File: config.mk
export PLATFORM = sky130hd
export DESIGN_NAME = keypad_scanner
export DESIGN_NICKNAME = d
export VERILOG_FILES = /design/src/rtl/keypad_pkg.sv /design/src/rtl/sync_2ff.sv /design/src/rtl/keypad_scanner.sv
export SDC_FILE = /design/constraint.sdc
export NUM_CORES = 1
export LEC_CHECK = 0
export CAP_MARGIN = 5
export CELL_PAD_IN_SITES_DETAIL_PLACEMENT = 0
export CELL_PAD_IN_SITES_GLOBAL_PLACEMENT = 2
export CORE_MARGIN = 3
export CORE_UTILIZATION = 37
export DETAILED_ROUTE_END_ITERATION = 16
export PLACE_DENSITY_LB_ADDON = 0.1
export SYNTH_ARGS = -nofsm -noshare
export SYNTH_HDL_FRONTEND = slang
export SYNTH_SLANG_ARGS = --single-unit
File: constraint.sdc
create_clock -name clk -period 3.1 [get_ports clk]
set_input_delay 0.62 -clock clk [delete_from_list [all_inputs] [get_ports clk]]
set_output_delay 0.62 -clock clk [all_outputs]
set_load 0.01 [all_outputs]
File: src/rtl/keypad_pkg.sv
// Shared types and key index constants for the 4x4 keypad front end.
// Key index is row*4 + col; the calculator input stage decodes these values.
package keypad_pkg;

   typedef enum logic [1:0] {
      SCAN     = 2'd0,
      DEBOUNCE = 2'd1,
      VALID    = 2'd2,
      RELEASE  = 2'd3
   } kp_state_e;

   localparam logic [3:0] KEY_1    = 4'd0;
   localparam logic [3:0] KEY_2    = 4'd1;
   localparam logic [3:0] KEY_3    = 4'd2;
   localparam logic [3:0] KEY_ADD  = 4'd3;
   localparam logic [3:0] KEY_4    = 4'd4;
   localparam logic [3:0] KEY_5    = 4'd5;
   localparam logic [3:0] KEY_6    = 4'd6;
   localparam logic [3:0] KEY_SUB  = 4'd7;
   localparam logic [3:0] KEY_7    = 4'd8;
   localparam logic [3:0] KEY_8    = 4'd9;
   localparam logic [3:0] KEY_9    = 4'd10;
   localparam logic [3:0] KEY_MULT = 4'd11;
   localparam logic [3:0] KEY_EQ   = 4'd12;
   localparam logic [3:0] KEY_0    = 4'd13;
   localparam logic [3:0] KEY_NEG  = 4'd15;

   // Index of the lowest active-low bit; only meaningful when some bit is low.
   function automatic logic [1:0] lowest_low(input logic [3:0] rows);
      logic [1:0] idx;
      idx = 2'd0;
      for (int i = 3; i >= 0; i--) begin
         if (!rows[i]) idx = 2'(i);
      end
      return idx;
   endfunction

endpackage

File: src/rtl/sync_2ff.sv
// Two-flop synchroniser for asynchronous level inputs, with a selectable reset value
// so idle-high buses come out of reset looking idle.
module sync_2ff #(
   parameter int               WIDTH   = 4,
   parameter logic [WIDTH-1:0] RST_VAL = '1
) (
   input  logic             clk,
   input  logic             rst_n,
   input  logic [WIDTH-1:0] d,
   output logic [WIDTH-1:0] q
);

   logic [WIDTH-1:0] meta_q;
   logic [WIDTH-1:0] sync_q;

   always_ff @(posedge clk or negedge rst_n) begin
      if (!rst_n) begin
         meta_q <= RST_VAL;
         sync_q <= RST_VAL;
      end else begin
         meta_q <= d;
         sync_q <= meta_q;
      end
   end

   assign q = sync_q;

endmodule

File: src/rtl/keypad_scanner.sv
// 4x4 keypad scanner: one-cold column strobe, synchronised row returns, press and
// release debounce, and a valid/ack handshake delivering one code per press.
module keypad_scanner
   import keypad_pkg::*;
#(
   parameter int SCAN_DIV        = 4,
   parameter int DEBOUNCE_CYCLES = 16
) (
   input  logic       clk,
   input  logic       nRST,
   input  logic [3:0] RowIn,
   output logic [3:0] ColOut,
   output logic       key_valid,
   output logic [3:0] key_code,
   input  logic       key_ack,
   output logic       key_pressed
);

   localparam int CNT_MAX = (SCAN_DIV > DEBOUNCE_CYCLES) ? SCAN_DIV : DEBOUNCE_CYCLES;
   localparam int CNT_W   = $clog2(CNT_MAX + 1);
   localparam logic [CNT_W-1:0] DWELL_LAST = CNT_W'(SCAN_DIV - 1);
   localparam logic [CNT_W-1:0] DEB_LAST   = CNT_W'(DEBOUNCE_CYCLES - 1);

   logic [3:0]       row_s;
   logic             row_any;
   logic [1:0]       row_low;

   kp_state_e        state_q, state_d;
   logic [CNT_W-1:0] cnt_q, cnt_d;
   logic [1:0]       col_q, col_d;
   logic [1:0]       row_q, row_d;
   logic             valid_q, valid_d;
   logic [3:0]       code_q, code_d;

   sync_2ff #(.WIDTH(4), .RST_VAL(4'b1111)) u_row_sync (
      .clk   (clk),
      .rst_n (nRST),
      .d     (RowIn),
      .q     (row_s)
   );

   assign row_any = ~&row_s;
   assign row_low = lowest_low(row_s);

   always_comb begin
      state_d = state_q;
      cnt_d   = cnt_q;
      col_d   = col_q;
      row_d   = row_q;
      valid_d = valid_q;
      code_d  = code_q;
      case (state_q)
         SCAN: begin
            if (cnt_q == DWELL_LAST) begin
               cnt_d = '0;
               if (row_any) begin
                  row_d   = row_low;
                  state_d = DEBOUNCE;
               end else begin
                  col_d = col_q + 2'd1;
               end
            end else begin
               cnt_d = cnt_q + 1'b1;
            end
         end
         DEBOUNCE: begin
            // Stable means the winning (lowest) row is unchanged, so a second row
            // held in the same column does not defeat the press.
            if (row_any && (row_low == row_q)) begin
               if (cnt_q == DEB_LAST) begin
                  state_d = VALID;
                  cnt_d   = '0;
                  valid_d = 1'b1;
                  code_d  = {row_q, col_q};
               end else begin
                  cnt_d = cnt_q + 1'b1;
               end
            end else begin
               state_d = SCAN;
               cnt_d   = '0;
               col_d   = col_q + 2'd1;
            end
         end
         VALID: begin
            if (key_ack) begin
               valid_d = 1'b0;
               state_d = RELEASE;
               cnt_d   = '0;
            end
         end
         RELEASE: begin
            if (row_any) begin
               cnt_d = '0;
            end else if (cnt_q == DEB_LAST) begin
               state_d = SCAN;
               cnt_d   = '0;
               col_d   = col_q + 2'd1;
            end else begin
               cnt_d = cnt_q + 1'b1;
            end
         end
         default: begin
            state_d = SCAN;
            cnt_d   = '0;
            valid_d = 1'b0;
         end
      endcase
   end

   always_ff @(posedge clk or negedge nRST) begin
      if (!nRST) begin
         state_q <= SCAN;
         cnt_q   <= '0;
         col_q   <= 2'd0;
         row_q   <= 2'd0;
         valid_q <= 1'b0;
         code_q  <= 4'd0;
      end else begin
         state_q <= state_d;
         cnt_q   <= cnt_d;
         col_q   <= col_d;
         row_q   <= row_d;
         valid_q <= valid_d;
         code_q  <= code_d;
      end
   end

   assign ColOut      = ~(4'b0001 << col_q);
   assign key_valid   = valid_q;
   assign key_code    = code_q;
   assign key_pressed = row_any;

endmodule

After elaboration in Yosys (flattened, before gate mapping)
Cells that the tools add are included.

word-level totals
  register bits = 24
  input port bits = 7
  output and inout port bits = 10
  word-level logic and storage cells = 68

cells by class
  $add $sub $neg = 2
  equal/unequal tests = 16
  shift-type cells = 1
  muxes and demuxes = 28
  bitwise gates (word level) = 2
  reduce and logical (&&, ||, !) cells = 11

operators with widths
  operator                                              number
  2-to-1 mux 2 bit                                      16
  2-to-1 mux 5 bit                                      5
  case mux 5 bit (4 select lines)                       1
  != test 2 bit (second input constant)                 9
  AND reduction 6 bit                                   2
  case mux 2 bit (4 select lines)                       1
  AND reduction 4 bit                                   2
  case mux 2 bit (3 select lines)                       1
  AND reduction 3 bit                                   2
  adder 5 x 1 -> 5 bit (second input constant)          1
  equality test 5 x 2 -> 1 bit (second input constant)  1
  equality test 5 x 4 -> 1 bit (second input constant)  1
  equality test 2 bit (second input constant)           2
  NOT 4 bit                                             1
  left shift 1 x 2 -> 4 bit (first input constant)      1
  2-to-1 mux 1 bit                                      3
  != test 3 bit (second input constant)                 1
  nonzero test 3 bit                                    1
  adder 2 x 1 -> 2 bit (second input constant)          1
  equality test 2 x 1 -> 1 bit (second input constant)  1
  equality test 2 bit                                   1
  zero test 2 bit                                       1
  case mux 1 bit (2 select lines)                       1
  nonzero test 2 bit                                    1
  3 further kinds                                       3

Longest topological paths before layout
Gate-level depths: netlist (run 1).

  depth after elaboration = 8
  mapped depth = 9
  depth with buffers taken out = 9

By module
Synthesis (run 1) repeated with hierarchy kept, for this count alone.

second synthesis, totals
  cell total of the unflattened synthesis = 121
  area total of the unflattened synthesis = 1330.0 um^2

modules (own cells, without submodules)
  module          instances  cells each  area each (um^2)  seq. area each (um^2)
  keypad_scanner  1          113         1119.8            400.4
  sync_2ff        1          8           210.2             210.2

Worst setup path before layout (run 1)
No wires, ideal clock.

  path type = reg2reg
  start = register cnt_q[0]
  end = register col_q[1]
  setup time = 0.125 ns
  arrival time = 1.838 ns
  data required time = 2.975 ns
  slack = 1.137 ns
  cell stages (with the launch flop) = 7
  buffers on the path = 0
  period minus slack after synthesis = 1.963 ns
  cell sequence = dfrtp_1 ha_1 or4b_4 o21a_1 a21oi_1 and3_1 mux2_2

on the way
  longest elaborated chain between the ends = 3
  elaborated cells between the ends (all ways) = 5
  those cells by class = eq/ne: 4; reduce/logical: 1

RTL lines
  what                                                                                 line                                        source
  start: declaration                                                                   keypad_scanner.sv:29                        logic [CNT_W-1:0] cnt_q, cnt_d;
  start signal: assignment                                                             keypad_scanner.sv:120                       cnt_q <= cnt_d;
  equality test 5 x 4 -> 1 bit / equality test 5 x 2 -> 1 bit (equally long branches)  keypad_scanner.sv:94, keypad_scanner.sv:54
  != test 2 bit (no line)                                                              --
  AND reduction 6 bit (no line) *                                                      --
  end signal: assignment                                                               keypad_scanner.sv:121                       col_q <= col_d;
  end: declaration                                                                     keypad_scanner.sv:30                        logic [1:0] col_q, col_d;

Mark *: on every way between the ends. The rest lies on a longest branch, timed or not.
A chain may end at the register's enable or synchronous reset.

Final worst setup path (run 1)
  start = register u_row_sync.sync_q[0] (netlist: u_row_sync.q[0])
  end = output key_pressed

on the way
  longest elaborated chain between the ends = 2

RTL lines
  what                      line                  source
  start: declaration        sync_2ff.sv:14        logic [WIDTH-1:0] sync_q;
  start signal: assignment  sync_2ff.sv:22        sync_q <= meta_q;
  AND reduction 4 bit       keypad_scanner.sv:42  assign row_any = ~&row_s;
  zero test 1 bit           keypad_scanner.sv:42
  end: declaration          keypad_scanner.sv:16  output logic key_pressed

No other way between the ends.

==> metrics.md, run 1 <==
| Metric | Value |
|---|---|
| Area post-placement | 1520 sq um |
| Max_slew headroom | 44.7% |
| Post-CTS Resized | 0 |
| Die ar. | 4260 sq um |
| Final Cell Area | 1570 sq um |
| Setup bufs post-CTS | 0 |
| Syn Nets | 146 |
| CP endpoint kind | primary output |
| Sequential share of the synthesized area | 47.0% |
| Critical Path Fanout Max | 7 |
| Hold endpoint | u_row_sync.q[1] |
| Global-route wire length before repair | 4.28 mm |
| Maximum clock path buffer count | 2 |
| Adder-Cell Fraction of Synth Area | 11.6% |
| Nets@finish | 167 |
| CP max stage cell | dfstp_2 |
| R2R setup slack | 800 ps |
| Worst VDD drop | 0.234 mV |
| CTS tree | done |
| Max-cap violations | 0 |
| Critical Path Max Stage Delay | 610 ps |
| Worst hold slack | 364 ps |
| Synthesized area per cell | 10.2 sq um |
| CTS root buf | clkbuf_4 |
| Top cell type's share of synthesized area | 30.8% |
| Clock transition at path regs | 140 ps |
| Detailed-route wire length per cell | 12.5 um |
| Die height | 65.2 um |
| Layout area overhead | 21.2% |
| # setup viols final | 0 |
| Crit path arrival time | 1860 ps |
| Cell taking the most area after synthesis | dfrtp_1 |
| Number of synthesized flops with an enable pin | 0 |
| Max Clock Skew | 5.21 ps |
| Slew @ Worst Pin | 827 ps |
| IO Count | 17 |
| Main area contributors after synthesis | dfrtp_1, dfstp_2, ha_1 |
| CP Class | flip-flop to primary output |
| Row Count | 20 |
| Fill count | 311 |
| Diode count | 0 |
| Register area | 611 sq um |
| Async S/R FF share, synth | 100% |
| Global placer's final weighted congestion | 0.786 |
| PD cells | 704 nW/um^2 |
| Port Buffers | 16 |
| Slew Viols, Final | 0 |
| Die Wd | 65.2 um |
| Total number of vias | 952 |
| Synthesized area | 1300 sq um |
| Setup TNS | 0 ps |
| Leading cell type in the layout, fill and taps excluded | nand2_1 |
| Antenna Violating Nets Remaining | 0 |
| Hold path start | u_row_sync.meta_q[1] |
| Grt total ovfl | 0 |
| Reg-to-reg endpoint | cnt_q[3] |
| Clock Latency Late Sink | 320 ps |
| Synth warn | 0 |
| Fraction of layout cells with a size suffix above 1 | 16.3% |
| Avg Vias per Cell | 4.98 |
| Critical path cell sequence | and4_1 -> inv_1 -> clkdlybuf4s50_1 |
| Initial DRC Count | 39 |
| Yosys reg bits | 24 |
| Reg2Reg Depth | 9 |
| Initial antenna violation count | 0 |
| Worst reg2reg startpoint | cnt_q[0] |
| Fmax achieved | 403 MHz |
| Worst EP required | 2480 ps |
| Most frequent cells in the layout | nand2_1, inv_1, dfrtp_1, clkdlybuf4s50_1, ha_1 |
| Largest net degree at the start of global routing | 19 |
| Final Util | 49.1% |
| Main combinational cell family by area after synthesis | simple AND/OR/NAND/NOR gates |
| Unrepaired setup endpoints after global routing | no |
| Cts bufs inserted | 3 |
| Post-CTS Hold Buffers | 0 |
| Gr usage total | 12.9% |
| Final hold violations | 0 |
| Post-synthesis simple-gate area fraction | 16.5% |
| Minimum clock period | 2480 ps |
| Final wirelength | 2.39 mm |
| Multi-input combinational cell area | 621 sq um |
| Mux share of post-synthesis cell area | 4.91% |
| DRC | 0 |
| Sinks on Clock Net | 24 |
| CORE AREA | 3200 sq um |
| Dominant synthesized flop cell | dfrtp_1 |
| Pwr Total | 1110 uW |
| Vias in the first global route | 933 |
| Worst Hold Depth | 0 |
| Post-Synth XOR/XNOR Area | 0.674% |
| Complex-gate fraction of the synthesized area | 14.2% |
| Status | finished, final reports clean |
| Post-synth cell types | 36 |
| Final period utilization | 80.1% |
| DRT Pass-1 Iters | 4 |
| Critical Path Start Type | flip-flop |
| Min-Delay Path Class | flip-flop to flip-flop |
| P_leak | 0.000706 uW |
| H-tree levels | 1 |
| Initial Util | 40.5% |
| Detailed Place HPWL | 1.82 mm |
| Syn Inst Count | 127 |
## routing by layer
layer | vias up | track usage, % | part of all wire (%) | routed length [um]
li1 | 475 | - | - | -
met1 | 446 | 17.0 | 49 | 1170
met2 | 25 | 20.0 | 43 | 1020
met3 | 6 | 3.25 | 6.5 | 156
met4 | 0 | 5.18 | 1.9 | 45
met5 | - | 0 | 0 | 0
## logic make-up after synthesis
kind of cell / count (synthesis)
DFF: 24
buffers and inverters: 18
muxes: 6
and+or+nand+nor: 40
adders and majority gates: 12
AOI/OAI and AO/OA: 26
xor gates and xnor gates: 1
## metrics by stage
step                std cells  setup slack (ps)
finish                    191               617
global route              191               506
CTS                       191               617
detailed placement        187               734
global placement          187               752
floorplan                 127              1140
## synthesized netlist by cell type (2+ instances only)
master,n
inv_1,16
and3_1,2
a21oi_1,4
mux2_2,2
ha_1,12
nor2_1,4
mux2i_1,3
a31oi_1,4
nand2_1,17
dfstp_2,8
nand2b_1,2
clkbuf_1,2
nand3_1,5
o21ai_0,9
dfrtp_1,16
## worst max-delay path: cells and delay by family (launching register included)
kind | cells | cell delay [ps]
buffers and inverters | 2 | 580
DFF | 1 | 610
and+or+nand+nor | 1 | 350
## state kept, by name, summed over array words and instances, names as in the netlist, named ones only
name and count:
cnt_q 5, col_q 2, key_code 4, key_valid 1
row_q 2, state_q 1, u_row_sync.meta_q 4, u_row_sync.q 4
## report_power, final
part	switching, uW	total, uW	internal [uW]
logic	222	446	224
clock network	102	233	131
registers	56.2	429	373
## worst max-delay path by stage
stage	end	start
floorplan	col_q[1]	cnt_q[0]
global placement	flip-flop	key_ack
detailed placement	flip-flop	key_ack
CTS	key_pressed	u_row_sync.q[0]
global route	key_pressed	u_row_sync.q[0]
finish	key_pressed	u_row_sync.q[0]
## cell type report
| class | count | area share [%] |
|---|---|---|
| clock buffer | 3 | 1.43 |
| clock inverter | 1 | 1.91 |
| inverter | 16 | 3.82 |
| multi-input combinational | 85 | 39.4 |
| sequential | 24 | 38.8 |
| tap | 44 | 3.50 |
| timing repair buffer | 18 | 11.1 |
No activity file was read; power rests on OpenSTA's default activity.
==> inputs of run 2 (changes only) <==
CORE_UTILIZATION = 34   (was 37)
clock period = 2.53 ns   (was 3.1 ns; I/O delays follow)
==> metrics.md, run 2 (synthesis gave the netlist of run 1 again) <==
| Metric | Value |
|---|---|
| DRT Pass-1 Iters | 4 (unchanged) |
| Antenna Violating Nets Remaining | 0 (unchanged) |
| Final period utilization | 90.6% |
| PD cells | 900 nW/um^2 (was 704 nW/um^2) |
| Slew @ Worst Pin | 441 ps (was 827 ps) |
| Sinks on Clock Net | 24 (unchanged) |
| Max-cap violations | 0 (unchanged) |
| Largest net degree at the start of global routing | 25 (was 19) |
| Clock transition at path regs | 90 ps (was 140 ps) |
| Row Count | 21 (was 20) |
| Final Cell Area | 1600 sq um (was 1570 sq um) |
| Fraction of layout cells with a size suffix above 1 | 16.3% (unchanged) |
| Diode count | 0 (unchanged) |
| Worst reg2reg startpoint | cnt_q[0] (unchanged) |
| # setup viols final | 0 (unchanged) |
| Unrepaired setup endpoints after global routing | no (unchanged) |
| Nets@finish | 167 (unchanged) |
| Die height | 67.8 um (was 65.2 um) |
| CP endpoint kind | primary output (unchanged) |
| Maximum clock path buffer count | 2 (unchanged) |
| Fill count | 340 (was 311) |
| Minimum clock period | 2290 ps |
| Leading cell type in the layout, fill and taps excluded | nand2_1 (unchanged) |
| Critical Path Fanout Max | 7 (unchanged) |
| CP Class | flip-flop to primary output (unchanged) |
| Cts bufs inserted | 3 (unchanged) |
| Initial Util | 37.2% (was 40.5%) |
| Crit path from | u_row_sync.q[0] (unchanged) |
| Final hold violations | 0 (unchanged) |
| Avg Vias per Cell | 4.84 (was 4.98) |
| Global-route wire length before repair | 4.43 mm (was 4.28 mm) |
| H-tree levels | 1 (unchanged) |
| Hold path start | u_row_sync.meta_q[3] (was u_row_sync.meta_q[1]) |
| Status | finished, final reports clean (unchanged) |
| Max Clock Skew | 3.48 ps (was 5.21 ps) |
| Die ar. | 4600 sq um (was 4260 sq um) |
| Post-CTS Resized | 0 (unchanged) |
| Crit path arrival time | 1790 ps (was 1860 ps) |
| CTS root buf | clkbuf_8 (was clkbuf_4) |
| Final wirelength | 2.52 mm (was 2.39 mm) |
| Vias in the first global route | 971 (was 933) |
| Layout area overhead | 22.8% (was 21.2%) |
| Initial DRC Count | 25 (was 39) |
| Setup TNS | 0 ps (unchanged) |
| Setup bufs post-CTS | 0 (unchanged) |
| Most frequent cells in the layout | nand2_1, inv_1, dfrtp_1, clkdlybuf4s50_1, ha_1 (unchanged) |
| Die Wd | 67.8 um (was 65.2 um) |
| Worst EP required | 2020 ps (was 2480 ps) |
| Min-Delay Path Class | flip-flop to flip-flop (unchanged) |
| Initial antenna violation count | 0 (unchanged) |
| Total number of vias | 935 (was 952) |
| Max_slew headroom | 70.4% (was 44.7%) |
| Clock Latency Late Sink | 270 ps (was 320 ps) |
| Most flop-heavy register | cnt_q (unchanged) |
| Gr usage total | 12.8% (was 12.9%) |
| IO Count | 17 (unchanged) |
| Max reg flops | 5 (unchanged) |
| Worst VDD drop | 0.343 mV (was 0.234 mV) |
| Critical Path Start Type | flip-flop (unchanged) |
| Area post-placement | 1520 sq um (about the same) |
| DRC | 0 (unchanged) |
| P_leak | 0.000714 uW (was 0.000706 uW) |
| CTS tree | done (unchanged) |
| Global placer's final weighted congestion | 0.774 (was 0.786) |
| Fmax achieved | 436 MHz |
| Slew Viols, Final | 0 (unchanged) |
| Detailed Place HPWL | 1.91 mm (was 1.82 mm) |
| Grt total ovfl | 0 (unchanged) |
| CORE AREA | 3490 sq um (was 3200 sq um) |
| Detailed-route wire length per cell | 13.1 um (was 12.5 um) |
| Port Buffers | 16 (unchanged) |
| Post-CTS Hold Buffers | 0 (unchanged) |
run 2: cell counts in the layout (fill, tap and decap cells not counted):
Identical to the previous run, type by type.
run 2: stage by stage:
step | total power [uW] | utilization (%) | std cells | hold WS [ps] | setup slack (ps)
detailed placement | 1110 | 43.6 | 189 | 348 | 283
global placement | 1090 | 43.6 | 189 | 346 | 302
global route | 1550 | 45.6 | 193 | 365 | 169
floorplan | 911 | - | 127 | 210 | 567
CTS | 1460 | 45.6 | 193 | 360 | 231
finish | 1440 | 45.6 | 193 | 360 | 237
run 2: power by group:
group	switching [uW]	leakage [uW]	internal [uW]
Clock	129	0.0000357	212
Combinational	282	0.000387	286
Sequential	69.8	0.000291	458
run 2: layout make-up:
| cell class | instances | area, sq um | area share (%) |
|---|---|---|---|
| inverter | 16 | 60.1 | 3.76 |
| sequential | 24 | 611 | 38.3 |
| timing repair buffer | 18 | 175 | 11.0 |
| clock buffer | 3 | 41.3 | 2.59 |
| tap | 46 | 57.6 | 3.61 |
| clock inverter | 1 | 30.0 | 1.88 |
| multi-input combinational | 85 | 621 | 38.9 |
run 2: per-layer routing:
metal  up-vias  GRT usage, %  part of all wire (%)  routed length, um
met1       438          17.0                    52               1300
met4         0          4.47                   1.4                 36
met2        19          20.8                    43               1100
met5         -             0                     0                  0
li1        474             -                     -                  -
met3         4          2.50                   3.4                 86
run 2: final timing paths:
kind,cells past startpoint,to,slack (ps)
max in group asynchronous,2,u_row_sync.meta_q[0],1660
min in group asynchronous,2,key_code[1],590
setup / recovery,3,key_pressed,240
setup reg to reg,10,cnt_q[3],350
hold reg to reg,0,u_row_sync.q[3],360
hold / removal,0,u_row_sync.q[3],360
run 2: worst max-delay path, stage by stage, from the launching register on:
cell and delay [ps]:
dfstp_2 590, and4_1 350, inv_1 90, clkdlybuf4s50_1 490
